**config.mk**
```make
export PLATFORM = sky130hd
export DESIGN_NAME = can_id_fifo_flat
export DESIGN_NICKNAME = d
export VERILOG_FILES = /design/src/rtl/can_id_fifo_if.sv /design/src/rtl/can_id_fifo.sv /design/src/flat_wrapper.sv
export SDC_FILE = /design/constraint.sdc
export NUM_CORES = 1
export LEC_CHECK = 0
export BUFFER_PORTS_ARGS = -buffer_cell sky130_fd_sc_hd__buf_2
export CAP_MARGIN = 20
export CORE_MARGIN = 2
export CORE_UTILIZATION = 56
export CTS_CLUSTER_DIAMETER = 120
export DETAILED_ROUTE_END_ITERATION = 8
export PLACE_DENSITY_LB_ADDON = 0.08
export SLEW_MARGIN = 20
export SYNTH_ARGS = -nofsm -noshare
export SYNTH_HDL_FRONTEND = slang
export SYNTH_SLANG_ARGS = --single-unit
```
**constraint.sdc**
```tcl
create_clock -name clk -period 4 [get_ports clk]
set_clock_uncertainty 0.2 [all_clocks]
set_input_delay 0 -clock clk [delete_from_list [all_inputs] [get_ports clk]]
set_output_delay 0 -clock clk [all_outputs]
set_load 0.005 [all_outputs]
```
**src/rtl/can_id_fifo_if.sv**
```systemverilog
// Handshake bundle between the CAN acceptance filter, the ID FIFO and the host consumer.
// With CAN_FIFO_TIMESTAMP_EN defined the head timestamp rd_ts is carried as well.
interface can_id_fifo_if;
  logic [10:0] id_in;
  logic        id_valid_in;
  logic [10:0] rd_id;
  logic        rd_valid;
  logic        rd_ready;
`ifdef CAN_FIFO_TIMESTAMP_EN
  logic [31:0] rd_ts;

  modport slave (
    input  id_in, id_valid_in, rd_ready,
    output rd_id, rd_valid, rd_ts
  );
  modport master (
    output id_in, id_valid_in, rd_ready,
    input  rd_id, rd_valid, rd_ts
  );
`else
  modport slave (
    input  id_in, id_valid_in, rd_ready,
    output rd_id, rd_valid
  );
  modport master (
    output id_in, id_valid_in, rd_ready,
    input  rd_id, rd_valid
  );
`endif
endinterface

```
**src/rtl/can_id_fifo.sv**
```systemverilog
// FWFT queue of accepted CAN IDs with sticky overflow flag and saturating drop counter.
// Optional per-entry 32-bit timestamp enabled by defining CAN_FIFO_TIMESTAMP_EN.
module can_id_fifo #(
  parameter int DEPTH        = 16,
  parameter int AFULL_THRESH = 12,
  parameter int CNT_W        = 16
) (
  input  logic                       clk,
  input  logic                       rst,
  can_id_fifo_if.slave               bus,
  input  logic                       flush,
  input  logic                       clear_ovf,
  output logic [$clog2(DEPTH):0]     level,
  output logic                       almost_full,
  output logic                       overflow,
  output logic [CNT_W-1:0]           drop_count
);

  localparam int AW = $clog2(DEPTH);
  localparam int LW = AW + 1;
`ifdef CAN_FIFO_TIMESTAMP_EN
  localparam int DW = 43;
`else
  localparam int DW = 11;
`endif

  generate
    if (DEPTH < 2 || (DEPTH & (DEPTH - 1)) != 0) begin : g_bad_depth
      $error("can_id_fifo: DEPTH must be a power of 2 and at least 2");
    end
    if (AFULL_THRESH < 1 || AFULL_THRESH > DEPTH) begin : g_bad_thresh
      $error("can_id_fifo: AFULL_THRESH must lie in 1..DEPTH");
    end
  endgenerate

  logic [DW-1:0]    mem [DEPTH];
  logic [AW-1:0]    wr_ptr;
  logic [AW-1:0]    rd_ptr;
  logic [LW-1:0]    level_q;
  logic [DW-1:0]    wr_data;
  logic [DW-1:0]    head;
  logic             rd_valid_i;
  logic             full;
  logic             pop;
  logic             push_ok;
  logic             drop;
  logic             dc_sat;

`ifdef CAN_FIFO_TIMESTAMP_EN
  logic [31:0] ts_cnt;

  always_ff @(posedge clk) begin
    if (rst) ts_cnt <= '0;
    else     ts_cnt <= ts_cnt + 32'd1;
  end

  assign wr_data    = {ts_cnt, bus.id_in};
  assign bus.rd_ts  = rd_valid_i ? head[42:11] : 32'd0;
`else
  assign wr_data    = bus.id_in;
`endif

  assign rd_valid_i = (level_q != '0);
  assign full       = (level_q == LW'(DEPTH));
  assign head       = mem[rd_ptr];
  assign pop        = rd_valid_i && bus.rd_ready;
  assign push_ok    = bus.id_valid_in && (!full || pop);
  // A push lost to flush is discarded silently, not reported as a drop.
  assign drop       = bus.id_valid_in && full && !pop && !flush;
  assign dc_sat     = &drop_count;

  assign bus.rd_valid = rd_valid_i;
  assign bus.rd_id    = rd_valid_i ? head[10:0] : 11'd0;
  assign level        = level_q;
  assign almost_full  = (level_q >= LW'(AFULL_THRESH));

  always_ff @(posedge clk) begin
    if (push_ok && !flush && !rst) mem[wr_ptr] <= wr_data;
  end

  always_ff @(posedge clk) begin
    if (rst || flush) begin
      wr_ptr  <= '0;
      rd_ptr  <= '0;
      level_q <= '0;
    end else begin
      if (push_ok) wr_ptr <= wr_ptr + 1'b1;
      if (pop)     rd_ptr <= rd_ptr + 1'b1;
      case ({push_ok, pop})
        2'b10:   level_q <= level_q + 1'b1;
        2'b01:   level_q <= level_q - 1'b1;
        default: level_q <= level_q;
      endcase
    end
  end

  // A drop in the same cycle as clear_ovf restarts the count at one.
  always_ff @(posedge clk) begin
    if (rst) begin
      overflow   <= 1'b0;
      drop_count <= '0;
    end else if (drop) begin
      overflow <= 1'b1;
      if (clear_ovf)   drop_count <= CNT_W'(1);
      else if (!dc_sat) drop_count <= drop_count + 1'b1;
    end else if (clear_ovf) begin
      overflow   <= 1'b0;
      drop_count <= '0;
    end
  end

endmodule

```
**src/flat_wrapper.sv**
```systemverilog
// flat-port wrapper written by rule: the top's interface ports become plain ports
module can_id_fifo_flat 
#(
  parameter int DEPTH        = 16,
  parameter int AFULL_THRESH = 12,
  parameter int CNT_W        = 16
)
  (clk, rst, flush, clear_ovf, level, almost_full, overflow, drop_count, bus_id_in, bus_id_valid_in, bus_rd_ready, bus_rd_id, bus_rd_valid);
  can_id_fifo_if bus_i ();
  input  logic clk;
  input  logic rst;
  input  logic flush;
  input  logic clear_ovf;
  output logic [$clog2(DEPTH):0] level;
  output logic almost_full;
  output logic overflow;
  output logic [CNT_W-1:0] drop_count;
  input wire logic [$bits(bus_i.id_in)-1:0] bus_id_in;
  input wire logic [$bits(bus_i.id_valid_in)-1:0] bus_id_valid_in;
  input wire logic [$bits(bus_i.rd_ready)-1:0] bus_rd_ready;
  output wire logic [$bits(bus_i.rd_id)-1:0] bus_rd_id;
  output wire logic [$bits(bus_i.rd_valid)-1:0] bus_rd_valid;
  assign bus_i.id_in = bus_id_in;
  assign bus_i.id_valid_in = bus_id_valid_in;
  assign bus_i.rd_ready = bus_rd_ready;
  assign bus_rd_id = bus_i.rd_id;
  assign bus_rd_valid = bus_i.rd_valid;
  can_id_fifo #(.DEPTH(DEPTH), .AFULL_THRESH(AFULL_THRESH), .CNT_W(CNT_W)) u_core (.clk(clk), .rst(rst), .bus(bus_i), .flush(flush), .clear_ovf(clear_ovf), .level(level), .almost_full(almost_full), .overflow(overflow), .drop_count(drop_count));
endmodule
```
; ---- After elaboration in Yosys (flattened, before gate mapping)
; Memories as Yosys holds them, arrays and structs flattened. A register that Yosys moved wholly into a read port is not among the register bits.
; Index checks and enable logic that the tools add are counted.
[word_totals]
ff_bits = 30
ramBits = 176
input_bits = 17
output_inout_bits = 35
word_cells = 46
n_memories = 1
[mem_list]
columns = memory, words, width, rd, rd_clocked_by_memory_dff, write_ports, line
row1 = u_core.mem, 16, 11, 1, 1, 1, can_id_fifo.sv:36  ; logic [DW-1:0] mem [DEPTH];
[op_classes]
n_addsub = 5
magnitude_cmp = 1
n_eq_ne = 4
mux = 12
reduce_logical = 18
[ops]
columns = cell, n
row1 = $mux 16, 4
row2 = $add 16x1->16 const B, 1
row3 = $reduce_and 16->1, 1
row4 = $mux 11, 1
row5 = $pmux 5 s2, 1
row6 = $add 4x1->4 const B, 2
row7 = $mux 4, 2
row8 = $logic_and 1x1->1, 7
row9 = $add 5x1->5 const B, 1
row10 = $eq 5x5->1 const B, 1
row11 = $ge 5x4->1 const B, 1
row12 = $reduce_bool 5->1, 1
row13 = $sub 5x1->5 const B, 1
row14 = $logic_not 1->1, 4
row15 = $mux 1, 4
row16 = $reduce_bool 2->1, 2
row17 = $eq 2x1->1 const B, 1
row18 = $eq 2x2->1 const B, 1
row19 = $logic_or 1x1->1, 2
row20 = $ne 2x2->1 const B, 1
row21 = $reduce_and 2->1, 1

; ---- Logic depth before layout (Yosys ltp)
[depth]
word_depth = 8
ltp_mapped = 13
mapped_depth_nobuf = 10

; ---- Worst setup path before layout
; OpenSTA, ideal clock, no wires.
[synth_timing]
path_kind = flip-flop to flip-flop
start = reg u_core.level_q[1] (netlist: u_core.level[1])
end = reg u_core.level_q[2] (netlist: u_core.level[2])
setup_ps = 71
arrival_time_ps = 2910
required_time_ps = 3729
path_slack_ps = 819
stages_incl_launch_ff = 14
n_path_buf = 3
period_less_slack_ps = 3181
cell_sequence = dfxtp_1 buf_6 or4_4 buf_4 o21ai_1 inv_1 ha_1 clkbuf_1 xor2_1 ha_1 a21oi_1 xor2_1 or3_1 a21oi_1
[synth_between]
elab_chain_cells = 6
elab_cells_between_ends = 12
classes_between = add/sub: 2 / eq/ne: 3 / mux: 1 / reduce/logical: 6
[synth_rtl]
columns = item, line
row1 = "start, declared", can_id_fifo.sv:39  ; logic [LW-1:0] level_q;
row2 = "start signal, assigned", can_id_fifo.sv:90  ; 2'b10: level_q <= level_q + 1'b1;
row3 = "start signal, assigned", can_id_fifo.sv:91  ; 2'b01: level_q <= level_q - 1'b1;
row4 = "start signal, assigned", can_id_fifo.sv:92  ; default: level_q <= level_q;
row5 = $reduce_bool 5->1 *, can_id_fifo.sv:63  ; assign rd_valid_i = (level_q != '0);
row6 = $logic_and 1x1->1 *, can_id_fifo.sv:66  ; assign pop = rd_valid_i && bus.rd_ready;
row7 = named net u_core.pop, can_id_fifo.sv:44  ; logic pop;
row8 = $logic_or 1x1->1, can_id_fifo.sv:67  ; assign push_ok = bus.id_valid_in && (!full || pop);
row9 = $logic_and 1x1->1, can_id_fifo.sv:67
row10 = $eq 2x1->1 / $eq 2x2->1 (equally long branches), can_id_fifo.sv:89  ; case ({push_ok, pop})
row11 = $pmux 5 s2 / $reduce_bool 2->1 (equally long branches), --
; The timed path passes the listed nets; every way through them passes the cells marked *.
; A chain may end at the register's enable or synchronous reset.

; ---- Worst setup path after layout
; Ends and elaborated chain as after synthesis.

==> metrics <==
outcome finished clean; Critical Path RT 4210 ps; final setup TNS 0 ps; critical path class reg -> reg; Clock Tree Root clkbuf_16; EDFF count, synth roughly 180; P_sw 0.000909 W; most frequent cells in the layout edfxtp_1 (176), buf_2 (51), mux4_2 (44); Period Utilization, post-route between 80 and 90%; Reg clk slew, reported paths 60 ps; Flop pwr share 52.8%; Arrival @ worst endpoint 3470 ps; ant diodes 0; final wirelength 17.4 mm; Int Power 0.00361 W; Mean Syn Cell Area 17.1 sq um; cts repair resizes 0; Util after Layout 66.1%; Clk pwr share 43.6%; worst-skew pair later-pin latency around 480 ps; CP Capture Type register; Worst Hold Class in -> reg; Fillers between 1000 and 1500; Post-Synthesis Cells between 400 and 500; total gr overflow 0; Peak VDD IR about 0.29 mV; #FFs+latches synth between 200 and 250; relative slew slack 24.7%; Worst Tran Pin Value 1130 ps; main flop type after synthesis edfxtp_1; Area Overhead vs Synth 16.5%; Startpoint Class register; most common cell after layout, fill and taps aside edfxtp_1; Hold Path End u_core.level[4]; Synth cell types 53; register area share after synthesis ~70%; final hold violations 0; Top Ports 52; hold path startpoint flush; hpwl dp ~11 mm; max-cap viol count 0; asr flop ratio synth 0%; Die ar. 16200 sq um; reg2reg end u_core.level[2]; port buffer count 51; # rows 45; Clock Sinks 210; postcts setup bufs 0; Final min period 3260 ps; DR vias/cell around 6; GRT Total Usage 22.3%; reg2reg path depth 10; worst setup margin 737 ps; met1 Track Usage GR 29.8%; initial antenna violation count 0; pin count of the biggest net entering global routing 35; CTS tree done; combinational share of power under 10%; Die X ~130 um; Starting DRT DRC Count 361; unrepaired setup endpoints after global routing false; power density cells approximately 450 nW/um^2; gr busiest metal met2; nets between 600 and 700; R2R setup slack 740 ps; total power 0.00452 W; initial core utilization 56.8%; pre-CTS setup slack 773 ps; Fin Hold WS 174 ps; met3 Use GR 3.64%; H-Tree Depth 1; Final ANT Viol Nets 0; Hold Path Cell Cnt 4; DRT Pass-1 Iters 5; Max Buffers Root-to-Sink 3; vias 4716; R2R Path Start u_core.level[1]; Switching Fraction between 20% and 30%; height of the die about 130 um; DR WL/cell 22.3 um; f_max 306 MHz; gp weighted congestion 0.803; LEAKAGE 3.30 nW; Synth Net Count 525; Final Max Tran Viols 0; first-pass GRT wire length between 20 and 30 mm; Post-Synthesis Cell Area around 8500 sq um; drc violations 0; CTS Buf Count 21; final setup vio count 0; vias in the first global route approximately 4900; Ys Warns 0; core box area 15000 sq um; GR Util met2 38.9%; share of post-route cells with drive strength above 1 26.4%; Crit Path Max Fanout 11
power by group through the flow:
stage | logic [W] | registers (W) | clock network [W]
after floorplan | 0.0000895 | 0.00243 | 0
after global placement | 0.000146 | 0.00243 | 0
after detailed placement | 0.000152 | 0.00243 | 0
after CTS | 0.000164 | 0.00238 | 0.00201
after global routing | 0.000179 | 0.00238 | 0.00210
final | 0.000163 | 0.00238 | 0.00197
sequential cells by signal, summed over array words and instances (netlist names), named ones only:
name,cells
u_core.level,5
u_core.drop_count,16
u_core.overflow,1
u_core.wr_ptr,4
u_core.rd_ptr,4
u_core.mem,176
worst max-delay path, stage by stage, from the launching register on:
cell     delay [ps]
dfxtp_1         390
or4_4           640
o21ai_1         380
inv_1           120
ha_1            310
xor2_1          180
ha_1            240
a21oi_1         170
xor2_1          110
or3_1           320
a21oi_1         140
per-layer routing:
layer	part of all wire, %	wire (um)	vias to the layer above
met5	0	0	-
li1	-	-	2170
met3	5.0	876	22
met4	1.7	295	0
met1	42	7400	2387
met2	51	8860	137
cell type report:
| type | count | area (sq um) | area share, % |
|---|---|---|---|
| repair buffers | 84 | 562 | 5.65 |
| clock inverters | 10 | 119 | 1.20 |
| clock buffers | 27 | 579 | 5.83 |
| inverters | 8 | 30.0 | 0.302 |
| flip-flops and latches | 210 | 5970 | 60.0 |
| well taps | 188 | 235 | 2.37 |
| multi-input cells | 255 | 2450 | 24.6 |
how the worst max path moves through the flow:
stage,from,endpoint,cells past startpoint
2_1_floorplan,u_core.level[1],u_core.level[2],13
3_3_place_gp,u_core.level[1],u_core.level[2],10
3_5_place_dp,u_core.level[1],u_core.level[2],10
4_1_cts,u_core.level[1],u_core.level[2],10
5_1_grt,u_core.level[1],u_core.level[2],10
6_report,u_core.level[1],u_core.level[2],10
per-stage QoR:
step	std cells	instance area [sq um]
3_5_place_dp	727	9050
5_1_grt	782	9940
4_1_cts	781	9920
2_1_floorplan	499	8530
6_report	782	9940
3_3_place_gp	727	9050
synthesized netlist by cell type, types with 8 or more instances:
| cell | n | area [sq um] |
|---|---|---|
| o22ai_1 | 11 | 68.8 |
| a21oi_1 | 13 | 65.1 |
| nor3_1 | 12 | 60.1 |
| mux4_2 | 44 | 991 |
| nand3_1 | 14 | 70.1 |
| nor2_1 | 28 | 105 |
| edfxtp_1 | 176 | 5290 |
| clkbuf_1 | 14 | 52.6 |
| nand2_1 | 14 | 52.6 |
| inv_1 | 8 | 30.0 |
| ha_1 | 9 | 113 |
| mux2i_1 | 27 | 270 |
| dfxtp_1 | 34 | 681 |
kinds of logic after synthesis:
logic type                 synth area share [%]
AOI/OAI and AO/OA                          4.68
xor gates and xnor gates                  0.821
adders and majority gates                  1.32
buffers and inverters                      1.73
DFF                                        69.9
muxes                                      14.8
and+or+nand+nor                            6.76
timing repair:
item	CTS	global route
hold buffers	17	0
setup endpoints to repair	0	0
hold endpoints to repair	210	0
Power figures use the tool's default switching activity.
